**src/rtl/fetch_unit.sv**
```systemverilog
// Instruction fetch stage: one-cycle fetch from a combinational memory into a single IR slot.
// A load happens when the IR slot is empty or is being handed downstream in the same cycle; otherwise fetch stalls.
module fetch_unit #(
   parameter int unsigned RESET_PC   = 0,
   parameter int unsigned ADDR_LIMIT = 256
) (
   input  logic        clk,
   input  logic        reset,
   output logic [31:0] pc,
   input  logic [31:0] instruction,
   output logic [31:0] ir,
   output logic [31:0] ir_pc,
   output logic        ir_valid,
   input  logic        ir_ready,
   input  logic        redirect_valid,
   input  logic [31:0] redirect_pc,
   output logic        halted,
   output logic [31:0] fetch_count
);

   localparam logic [0:0]  FETCH     = 1'b0;
   localparam logic [0:0]  HALT      = 1'b1;
   localparam logic [31:0] LIMIT     = ADDR_LIMIT;
   localparam logic [31:0] RST_PC    = RESET_PC;
   localparam logic [0:0]  RST_STATE = (RST_PC >= LIMIT) ? HALT : FETCH;

   logic [0:0]  state_q, state_d;
   logic [31:0] pc_q, pc_d;
   logic [31:0] ir_q, ir_d;
   logic [31:0] ir_pc_q, ir_pc_d;
   logic        ir_valid_q, ir_valid_d;
   logic [31:0] fetch_count_q, fetch_count_d;

   logic transfer;
   logic load_ok;

   assign transfer = ir_valid_q & ir_ready;
   assign load_ok  = ~ir_valid_q | transfer;

   always_comb begin
      state_d       = state_q;
      pc_d          = pc_q;
      ir_d          = ir_q;
      ir_pc_d       = ir_pc_q;
      ir_valid_d    = ir_valid_q;
      fetch_count_d = fetch_count_q;

      // A transfer is counted even when a redirect flushes the slot in the same cycle.
      if (transfer && !(&fetch_count_q)) begin
         fetch_count_d = fetch_count_q + 32'd1;
      end

      if (redirect_valid) begin
         pc_d       = redirect_pc;
         ir_valid_d = 1'b0;
         state_d    = (redirect_pc < LIMIT) ? FETCH : HALT;
      end else if (state_q == FETCH) begin
         if (pc_q >= LIMIT) begin
            state_d = HALT;
            if (transfer) begin
               ir_valid_d = 1'b0;
            end
         end else if (load_ok) begin
            ir_d       = instruction;
            ir_pc_d    = pc_q;
            ir_valid_d = 1'b1;
            pc_d       = pc_q + 32'd1;
         end
      end else begin
         if (transfer) begin
            ir_valid_d = 1'b0;
         end
      end
   end

   always_ff @(posedge clk) begin
      if (reset) begin
         state_q       <= RST_STATE;
         pc_q          <= RST_PC;
         ir_q          <= '0;
         ir_pc_q       <= '0;
         ir_valid_q    <= 1'b0;
         fetch_count_q <= '0;
      end else begin
         state_q       <= state_d;
         pc_q          <= pc_d;
         ir_q          <= ir_d;
         ir_pc_q       <= ir_pc_d;
         ir_valid_q    <= ir_valid_d;
         fetch_count_q <= fetch_count_d;
      end
   end

   assign pc          = pc_q;
   assign ir          = ir_q;
   assign ir_pc       = ir_pc_q;
   assign ir_valid    = ir_valid_q;
   assign fetch_count = fetch_count_q;
   assign halted      = (state_q == HALT) & ~ir_valid_q;

endmodule

```
**config.mk**
```make
export PLATFORM = sky130hd
export DESIGN_NAME = fetch_unit
export DESIGN_NICKNAME = d
export VERILOG_FILES = /design/src/rtl/fetch_unit.sv
export SDC_FILE = /design/constraint.sdc
export NUM_CORES = 1
export LEC_CHECK = 0
export ABC_AREA = 1
export BUFFER_PORTS_ARGS = -buffer_cell sky130_fd_sc_hd__buf_4
export CAP_MARGIN = 20
export CORE_UTILIZATION = 55
export CTS_CLUSTER_SIZE = 28
export DETAILED_ROUTE_END_ITERATION = 7
export HOLD_SLACK_MARGIN = 0.05
export PLACE_DENSITY = 0.92
export REMOVE_ABC_BUFFERS = 1
export SKIP_CTS_REPAIR_TIMING = 1
export SYNTH_ARGS = -nofsm -noshare
export SYNTH_HDL_FRONTEND = slang
export SYNTH_SLANG_ARGS = --single-unit
```
**constraint.sdc**
```tcl
create_clock -name clk -period 4 [get_ports clk]
set_clock_uncertainty 0.05 [all_clocks]
set_input_delay 0.2 -clock clk [delete_from_list [all_inputs] [get_ports clk]]
set_output_delay 0.2 -clock clk [all_outputs]
set_load 0.01 [all_outputs]
```
==> qor.csv, run 1 <==
stage,metric,value,unit
pwr,p_seq_share,42.6,%
route,drc,0,
global_routing,grtUsageTotal,28.6,%
yosys,ys_ff_latch,130,
yosys,synth_mux_area_share,0.167,%
job,drv_cap,0,
yosys,ys.warnings.count,0,
cells_and_area,ff_latch_area,0.00260,mm²
place,io_buffers,197,
min_path,min_path_type,input port to flip-flop,
pwr,p_leak,3.74,nW
yosys,ys.flop_type,dfxtp_1,
route,num_vias,6700,
die,die_height,106,µm
die,die_w,106,µm
route,vias_per_cell,5.40,
yosys,ys_async_sr_fraction,0,%
global_routing,grt_pass1_vias,5588,
global_routing,grt_max_degree,81,
route,avgRoutedWirePerCell,15.7,µm
pwr,intPower,0.00232,W
yosys,synth_fa_ha_area_share,0.627,%
route,first_pass_iters,7,
timing,rsz0062_at_grt,no,
timing,timing.final.ws_setup,1430,ps
timing,hold_violations,0,
timing,slew_headroom,30.4,%
pwr,clockPowerShare,48.4,%
cells_and_area,diodes,0,
yosys,postSynthAreaPerCell,7.05,µm²
die,die-area,0.0113,mm²
critical_path,critical_path_class,flip-flop to flip-flop,
place,dp_slack,1600,ps
cells_and_area,layout-drive-gt1-share,26.6,%
cells_and_area,fill_cells,619,
clocking,clk_pin_slew,70,ps
critical_path,worstPathMaxFanout,65,
global_routing,antenna_found_initial,0,
pwr,power-per-cell-area,363,mW/mm²
cells_and_area,post-route-util,82.7,%
clocking,cts_buffer_depth,2,
route,ant_nets,0,
route,drt_iter0_markers,503,
timing,tightest_slew,1040,ps
yosys,synth_top_family_by_area,simple AND/OR/NAND/NOR gates,
yosys,netlist_area,0.00599,mm²
critical_path,crit_path_start_kind,flip-flop,
place,gp_congestion,0.912,
clocking,cts_buffers,17,
clocking,cts_tree,done,
critical_path,critPathRequiredTime,4370,ps
yosys,ys_seq_area_share,43.4,%
die,pin_count,198,
timing,slew_viol_final,0,
critical_path,arrival,2940,ps
timing,setup_viol_count_final,0,
yosys,synth_edf_count,0,
timing,min_period,2570,ps
pwr,p_sw_share,26.2,%
cells_and_area,area_growth,44.5,%
critical_path,worstSetupEndpointType,flip-flop,
cells_and_area,nNetsFinal,1163,
yosys,synth_cell_types,34,
clocking,clkLatencyLatePin,510,ps
route,drt_wl_total,19500,µm
place,placed_cells,1148,
yosys,synth-compound-area-share,11.1,%
pwr,irDropWorstVdd,0.278,mV
cells_and_area,finalNonFillerCells,1241,
global_routing,grt_pass1_wl,25900,µm
timing,fin_setup_tns,0,ps
pwr,p_comb_share,9.1,%
clocking,h-tree-depth,4,
place,hpwl,11300,µm
status,status,completed,
yosys,synth-simple-area-share,36.3,%
die,fp-row-count,37,
cells_and_area,multiInputGateArea,0.00302,mm²
die,start_util,57.3,%
pwr,power.net_switching,0.000824,W
yosys,synth_xor_area_share,2.19,%
die,core_area,0.0105,mm²
global_routing,overflow,0,
clocking,clock-sinks,130,
clocking,cts_root_buf,clkbuf_8,
timing,finalCritPeriodShare,64.2,%
yosys,synth_cells,850,
timing,hold_ws,22.4,ps
timing,fmax,0.389,GHz
cell usage in the layout (no fill, tap or decap), drive strengths merged, types with 2 or more instances in the layout:
master,synthesis,routed
nand2,238,238
nor2,206,206
buf,18,203
dfxtp,130,130
dlygate4sd3,0,61
a21oi,56,56
nand3,48,48
o21ai,48,48
inv,38,48
clkbuf,23,17
nand3b,12,12
xor2,9,9
xnor2,6,6
nand4,5,5
o21bai,3,3
ha,3,3
clkinv,0,3
nor3,2,2
cell usage after synthesis (3+ instances only):
cell	n	area, µm²
xnor2_1	6	52.6
xor2_1	9	78.8
o21ai_0	43	215
buf_12	3	60.1
dfxtp_1	130	2600
nor2_2	4	25.0
nand3_1	48	240
clkbuf_1	23	86.3
inv_1	37	139
nand2_1	214	803
a21oi_2	26	228
nand3b_1	12	90.1
a21oi_1	29	145
o21ai_1	5	25.0
nor2_1	199	747
ha_1	3	37.5
buf_2	12	60.1
nand2_2	21	131
nand4_1	5	31.3
o21bai_1	3	22.5
path summary, 6_finish.rpt:
path | cells after the start | start | slack (ps) | end
min | 5 | redirect_pc[7] | 20 | pc[7]
min reg2reg | 2 | ir_pc[11] | 390 | ir_pc[11]
max reg2reg | 11 | pc[20] | 1430 | ir[10]
max | 11 | pc[20] | 1430 | ir[10]
metal layers:
layer,GRT usage (%),wire [µm],up-vias
met5,0,0,-
met4,8.93,669,0
met3,6.19,1620,57
met2,50.8,9950,378
met1,34.1,7310,3078
li1,-,-,3187
stage by stage:
stage,instance area (µm²),power [W]
2_1_floorplan,5770,0.00145
3_3_place_gp,7450,0.00159
3_5_place_dp,7470,0.00159
4_1_cts,8050,0.00308
5_1_grt,8660,0.00323
6_report,8660,0.00315
worst max-delay path, cell delays in order (launching register included):
cell	delay (ps)
dfxtp_1	330
nor2_1	150
inv_1	60
nor2_1	120
nand3_1	100
nor2_2	170
nand2_2	60
buf_4	300
inv_1	640
buf_8	250
nor2_1	50
nor2_1	190
area by class of cell:
cell class / count / share of cell area (%)
inverters: 38 / 1.65
repair buffers: 264 / 24.7
clock buffers: 17 / 4.78
multi-input cells: 641 / 34.9
clock inverters: 15 / 1.91
flip-flops and latches: 130 / 30.1
well taps: 136 / 1.97
power groups by stage:
| stage | registers (W) | logic (W) | clock network [W] |
|---|---|---|---|
| finish | 0.00134 | 0.000285 | 0.00152 |
| global route | 0.00134 | 0.000307 | 0.00158 |
| CTS | 0.00134 | 0.000225 | 0.00152 |
| detailed placement | 0.00137 | 0.000224 | 0 |
| global placement | 0.00137 | 0.000220 | 0 |
| floorplan | 0.00137 | 0.0000808 | 0 |
flip-flops by register name (all words and copies together) (netlist names):
signal	cells
fetch_count	32
ir	32
ir_pc	32
pc	32
ir_valid	1
state_q	1
cells by family after synthesis:
kind of cell	Yosys count
DFF	130
buffers and inverters	79
AOI/OAI and AO/OA	109
and+or+nand+nor	513
adders and majority gates	3
xor gates and xnor gates	15
muxes	1
Note: power is estimated with default switching activity, not from simulation.
==> run 2, diff against run 1 <==
--- a/config.mk
+++ b/config.mk
@@ -8,11 +8,11 @@
 export ABC_AREA = 1
 export BUFFER_PORTS_ARGS = -buffer_cell sky130_fd_sc_hd__buf_4
 export CAP_MARGIN = 20
-export CORE_UTILIZATION = 55
+export CORE_UTILIZATION = 46
 export CTS_CLUSTER_SIZE = 28
 export DETAILED_ROUTE_END_ITERATION = 7
 export HOLD_SLACK_MARGIN = 0.05
-export PLACE_DENSITY = 0.92
+export PLACE_DENSITY = 0.83
 export REMOVE_ABC_BUFFERS = 1
 export SKIP_CTS_REPAIR_TIMING = 1
 export SYNTH_ARGS = -nofsm -noshare
==> constraint.sdc (replaced) <==
create_clock -name clk -period 2.1 [get_ports clk]
set_clock_uncertainty 0.05 [all_clocks]
set_input_delay 0.105 -clock clk [delete_from_list [all_inputs] [get_ports clk]]
set_output_delay 0.105 -clock clk [all_outputs]
set_load 0.01 [all_outputs]
==> qor.csv, run 2 (synthesis results as in run 1) <==
stage,metric,value,unit,change
status,status,"finished, violations left",,
status,violations,hold timing,,
place,io_buffers,197,,unchanged
critical_path,crit_buf_inv,1,,-3
cells_and_area,area_growth,48.8,%,
route,drt_iter0_markers,475,,-5.6%
die,die_w,116,µm,+9.2%
cells_and_area,final_cell_mix,"nand2_1, buf_4, nor2_1",,
timing,setup_viol_count_final,0,,unchanged
die,fp-row-count,41,,+11%
clocking,cts_buffers,17,,unchanged
timing,slew_viol_final,0,,unchanged
job,drv_cap,0,,unchanged
min_path,min_path_type,input port to flip-flop,,
critical_path,path_delay_family,simple AND/OR/NAND/NOR gates,,
critical_path,path_cells,nor2_1 > nand2_1 > nor2_1 > nand3_1 > nor2_2 > nand2_2 > buf_4 > o21ai_0 > nor2_1,,
timing,fmax,0.533,GHz,+37%
critical_path,slowest_delay,330,ps,-310 ps
critical_path,crit_path_start_kind,flip-flop,,
pwr,total_power,0.00628,W,+100%
clocking,clock-sinks,130,,unchanged
die,core_area,0.0127,mm²,+21%
clocking,cts_tree,done,,
global_routing,grt_max_degree,81,,unchanged
clocking,clk_pin_slew,60,ps,about the same
clocking,cts_root_buf,clkbuf_16,,
critical_path,cp_slowest_cell,dfxtp_1,,
route,drt_wl_total,18100,µm,-7.6%
pwr,power-per-cell-area,705,mW/mm²,+94%
timing,hold_violations,1,,+1
place,gp_congestion,0.910,,-0.20%
timing,min_period,1880,ps,-693 ps
critical_path,worstPathMaxFanout,42,,-35%
cells_and_area,multiInputGateArea,0.00302,mm²,unchanged
global_routing,overflow,0,,unchanged
critical_path,critPathRequiredTime,2350,ps,-2020 ps
global_routing,grt_pass1_vias,5327,,-4.7%
clocking,cts_buffer_depth,2,,unchanged
place,hpwl,11300,µm,+0.30%
clocking,h-tree-depth,4,,unchanged
timing,finalCritPeriodShare,89.3,%,+25 points
pwr,irDropWorstVdd,0.570,mV,+110%
critical_path,critical_path_class,flip-flop to flip-flop,,
clocking,clkLatencyLatePin,420,ps,-90 ps
critical_path,cp_common_cell,nor2_1,,
timing,slew_headroom,71.0,%,+41 points
route,ant_nets,0,,unchanged
global_routing,antenna_found_initial,0,,unchanged
die,pin_count,198,,unchanged
cells_and_area,ff_latch_area,0.00260,mm²,unchanged
cells_and_area,layout-drive-gt1-share,27.5,%,+0.89 points
place,dp_slack,330,ps,-1270 ps
timing,tightest_slew,435,ps,-610 ps
route,num_vias,6487,,-3.2%
timing,rsz0062_at_grt,no,,
cells_and_area,diodes,0,,unchanged
pwr,p_leak,3.85,nW,+3.0%
die,start_util,47.3,%,-10 points
route,vias_per_cell,5.02,,-7.0%
die,die_height,116,µm,+9.2%
cells_and_area,fill_cells,989,,+60%
timing,hold_ws,-7.40,ps,-29.8 ps
critical_path,worstSetupEndpointType,flip-flop,,
global_routing,grt_pass1_wl,25600,µm,-1.1%
global_routing,grtUsageTotal,24.4,%,-4.2 points
place,placed_area,0.00765,mm²,+2.4%
route,drc,0,,unchanged
cells_and_area,final_area,0.00891,mm²,+3.0%
route,first_pass_iters,5,,-2
route,avgRoutedWirePerCell,14.0,µm,-11%
cells_and_area,nNetsFinal,1178,,+1.3%
die,die-area,0.0135,mm²,+19%
critical_path,arrival,2120,ps,-820 ps
timing,timing.final.ws_setup,224,ps,-1210 ps
-- run 2: cell count changes in the layout (fill, tap and decap cells not counted), sizes merged --
cell	delta
clkbuf	+3
bufinv	+3
clkinvlp	+2
clkinv	+1
dlygate4sd3	+1
inv	-9
buf	+14
-- run 2: layout make-up --
class | instances | area share [%]
clock buffers | 20 | 5.24
clock inverters | 12 | 2.01
inverters | 38 | 1.60
multi-input cells | 641 | 33.9
flip-flops and latches | 130 | 29.2
well taps | 172 | 2.41
repair buffers | 279 | 25.7
-- run 2: layer usage --
layer  vias up  routed length (µm)  GRT usage, %
met4         0                 436          10.0
li1       3213                   -             -
met3        41                1180          6.28
met1      2972                7520          30.9
met2       261                8920          39.5
met5         -                   0             0
-- run 2: through the flow --
| stage | setup TNS (ps) | utilization [%] | cells |
|---|---|---|---|
| 2_1_floorplan | -8000 | - | 809 |
| 3_3_place_gp | 0 | 60.4 | 1198 |
| 3_5_place_dp | 0 | 60.4 | 1198 |
| 4_1_cts | 0 | 65.4 | 1230 |
| 5_1_grt | 0 | 70.3 | 1292 |
| 6_report | 0 | 70.3 | 1292 |
-- run 2: power by group --
group	leakage [nW]	switching, W	total (W)	internal, W
combinational	2.49	0.000256	0.000538	0.000282
sequential	1.05	0.0000428	0.00255	0.00251
clock	0.309	0.00110	0.00319	0.00208
-- run 2: worst min-delay path, stage by stage --
cell	delay, ps
buf_4	80
mux2i_1	50
nand2_1	60
nand2_1	40
nor2_1	80
-- run 2: final timing paths --
path | start | to | slack (ps) | cells past startpoint
worst max-delay path | pc[25] | ir[13] | 220 | 9
worst min register to register | ir_pc[22] | ir_pc[22] | 390 | 2
worst max register to register | pc[25] | ir[13] | 220 | 9
worst min-delay path | redirect_pc[1] | pc[1] | -7 | 5
==> run 3, diff against run 2 <==
--- a/config.mk
+++ b/config.mk
@@ -8,11 +8,11 @@
 export ABC_AREA = 1
 export BUFFER_PORTS_ARGS = -buffer_cell sky130_fd_sc_hd__buf_4
 export CAP_MARGIN = 20
-export CORE_UTILIZATION = 46
+export CORE_UTILIZATION = 55
 export CTS_CLUSTER_SIZE = 28
 export DETAILED_ROUTE_END_ITERATION = 7
 export HOLD_SLACK_MARGIN = 0.05
-export PLACE_DENSITY = 0.83
+export PLACE_DENSITY = 0.92
 export REMOVE_ABC_BUFFERS = 1
 export SKIP_CTS_REPAIR_TIMING = 1
 export SYNTH_ARGS = -nofsm -noshare
==> constraint.sdc (replaced) <==
create_clock -name clk -period 2.43 [get_ports clk]
set_clock_uncertainty 0.05 [all_clocks]
set_input_delay 0.1215 -clock clk [delete_from_list [all_inputs] [get_ports clk]]
set_output_delay 0.1215 -clock clk [all_outputs]
set_load 0.01 [all_outputs]
==> qor.csv, run 3 (synthesis results as in run 1) <==
stage,metric,value,unit,change
cells_and_area,final_area,0.00890,mm²,-0.14%
route,num_vias,7045,,+8.6%
place,io_buffers,197,,unchanged
global_routing,grt_max_degree,51,,-37%
cells_and_area,final_cell_mix,"nand2_1, buf_4, nor2_1",,
timing,hold_violations,0,,-1
pwr,irDropWorstVdd,0.469,mV,-18%
clocking,clkLatencyLatePin,530,ps,+110 ps
die,die-area,0.0113,mm²,-16%
route,ant_nets,0,,unchanged
cells_and_area,layout-drive-gt1-share,26.0,%,-1.5 points
clocking,cts_root_buf,clkbuf_8,,
place,gp_congestion,0.892,,-2.0%
critical_path,cp_common_cell,nor2_1,,
cells_and_area,layout_commonest_cell,nand2_1,,
timing,hold_ws,52.3,ps,+59.7 ps
pwr,intPower,0.00374,W,-23%
clocking,clock-sinks,130,,unchanged
route,drt_wl_total,21900,µm,+21%
die,start_util,57.3,%,+10 points
route,avgRoutedWirePerCell,17.2,µm,+23%
die,pin_count,198,,unchanged
timing,setup_viol_count_final,0,,unchanged
timing,slew_viol_final,0,,unchanged
pwr,p_leak,3.81,nW,-1.1%
job,drv_cap,0,,unchanged
cells_and_area,post-route-util,85.1,%,+15 points
global_routing,grt_pass1_wl,26700,µm,+4.0%
critical_path,critical_path_class,flip-flop to flip-flop,,
critical_path,worstSetupEndpointType,flip-flop,,
critical_path,path_cells,nor2_1 > inv_1 > nor2_1 > nand3_1 > nor2_2 > nand2_2 > inv_1 > buf_4 > nor2_1 > nor2_1,,
die,die_w,106,µm,-8.4%
pwr,power.net_switching,0.00136,W,-3.3%
pwr,power-per-cell-area,572,mW/mm²,-19%
route,dr.max_layer_used,met4,,
critical_path,arrival,2650,ps,+530 ps
pwr,p_comb_share,10.3,%,+1.7 points
min_path,min_path_type,input port to flip-flop,,
critical_path,worstPathMaxFanout,40,,-4.8%
critical_path,cp_slowest_cell,buf_4,,
cells_and_area,fill_cells,542,,-45%
route,met1_length,7990,µm,+6.2%
cells_and_area,nNetsFinal,1193,,+1.3%
clocking,h-tree-depth,4,,unchanged
pwr,p_sw_share,26.6,%,+4.3 points
route,wl_met2,11000,µm,+23%
timing,fmax,0.439,GHz,-18%
global_routing,overflow,0,,unchanged
die,core_area,0.0105,mm²,-17%
timing,slew_headroom,53.5,%,-18 points
critical_path,slowest_delay,390,ps,+60 ps
clocking,cts_buffer_depth,2,,unchanged
timing,finalCritPeriodShare,93.7,%,+4.3 points
route,met3_length,1820,µm,+55%
timing,min_period,2280,ps,+400 ps
place,hpwl,11500,µm,+1.1%
critical_path,critPathRequiredTime,2810,ps,+460 ps
critical_path,crit_path_start_kind,flip-flop,,
clocking,clk_pin_slew,70,ps,about the same
route,drc,0,,unchanged
die,die_height,106,µm,-8.4%
cells_and_area,area_growth,48.6,%,
status,status,completed,,
clocking,cts_tree,done,,
route,first_pass_iters,6,,+1
pwr,clockPowerShare,46.4,%,-4.4 points
place,placed_area,0.00747,mm²,-2.3%
timing,fin_setup_tns,0,ps,unchanged
route,drt_iter0_markers,611,,+29%
global_routing,grt_pass1_vias,5692,,+6.9%
pwr,p_seq_share,43.4,%,+2.7 points
global_routing,grtUsageTotal,29.7,%,+5.3 points
route,vias_per_cell,5.54,,+10%
clocking,cts_buffers,17,,unchanged
timing,tightest_slew,697,ps,+262 ps
global_routing,antenna_found_initial,1,,+1
die,fp-row-count,37,,-9.8%
==> run 3: power by group through the flow <==
stage	logic (W)	registers, W	clock network, W
6_report	0.000523	0.00221	0.00236
5_1_grt	0.000555	0.00221	0.00247
4_1_cts	0.000368	0.00220	0.00233
3_5_place_dp	0.000364	0.00225	0
3_3_place_gp	0.000358	0.00225	0
2_1_floorplan	0.000133	0.00226	0
==> run 3: stage by stage <==
step           setup slack (ps)  cells  total power, W
2_1_floorplan               130    809         0.00239
3_3_place_gp                554   1150         0.00261
3_5_place_dp                451   1150         0.00261
4_1_cts                     437   1182         0.00490
5_1_grt                  -0.488   1272         0.00523
6_report                    154   1272         0.00509
==> run 3: path summary, 6_finish.rpt <==
path / start / endpoint / slack, ps / depth (start not counted)
setup reg to reg: pc[20] / ir[31] / 150 / 10
hold / removal: redirect_valid / state_q / 50 / 3
hold reg to reg: ir_pc[9] / ir_pc[9] / 390 / 2
setup / recovery: pc[20] / ir[31] / 150 / 10
==> run 3: worst max-delay path, delay by kind of cell, from the launching register on <==
kind	cells	cell delay (ps)
simple gates	7	1180
buf+inv	3	560
flops	1	360
==> run 3: cell type report <==
| type | count | area [µm²] | area share, % |
|---|---|---|---|
| inverter | 38 | 143 | 1.60 |
| clock buffer | 19 | 432 | 4.85 |
| timing repair buffer | 294 | 2430 | 27.3 |
| clock inverter | 13 | 101 | 1.14 |
| sequential | 130 | 2600 | 29.2 |
| antenna | 1 | 2.50 | 0.0281 |
| multi-input combinational | 641 | 3020 | 33.9 |
| tap | 136 | 170 | 1.91 |
==> run 3: per-layer routing <==
layer | up-vias | global-route usage, %
met5 | - | 0
met4 | 0 | 11.3
met3 | 102 | 8.03
met2 | 436 | 50.5
met1 | 3264 | 35.7
li1 | 3243 | -
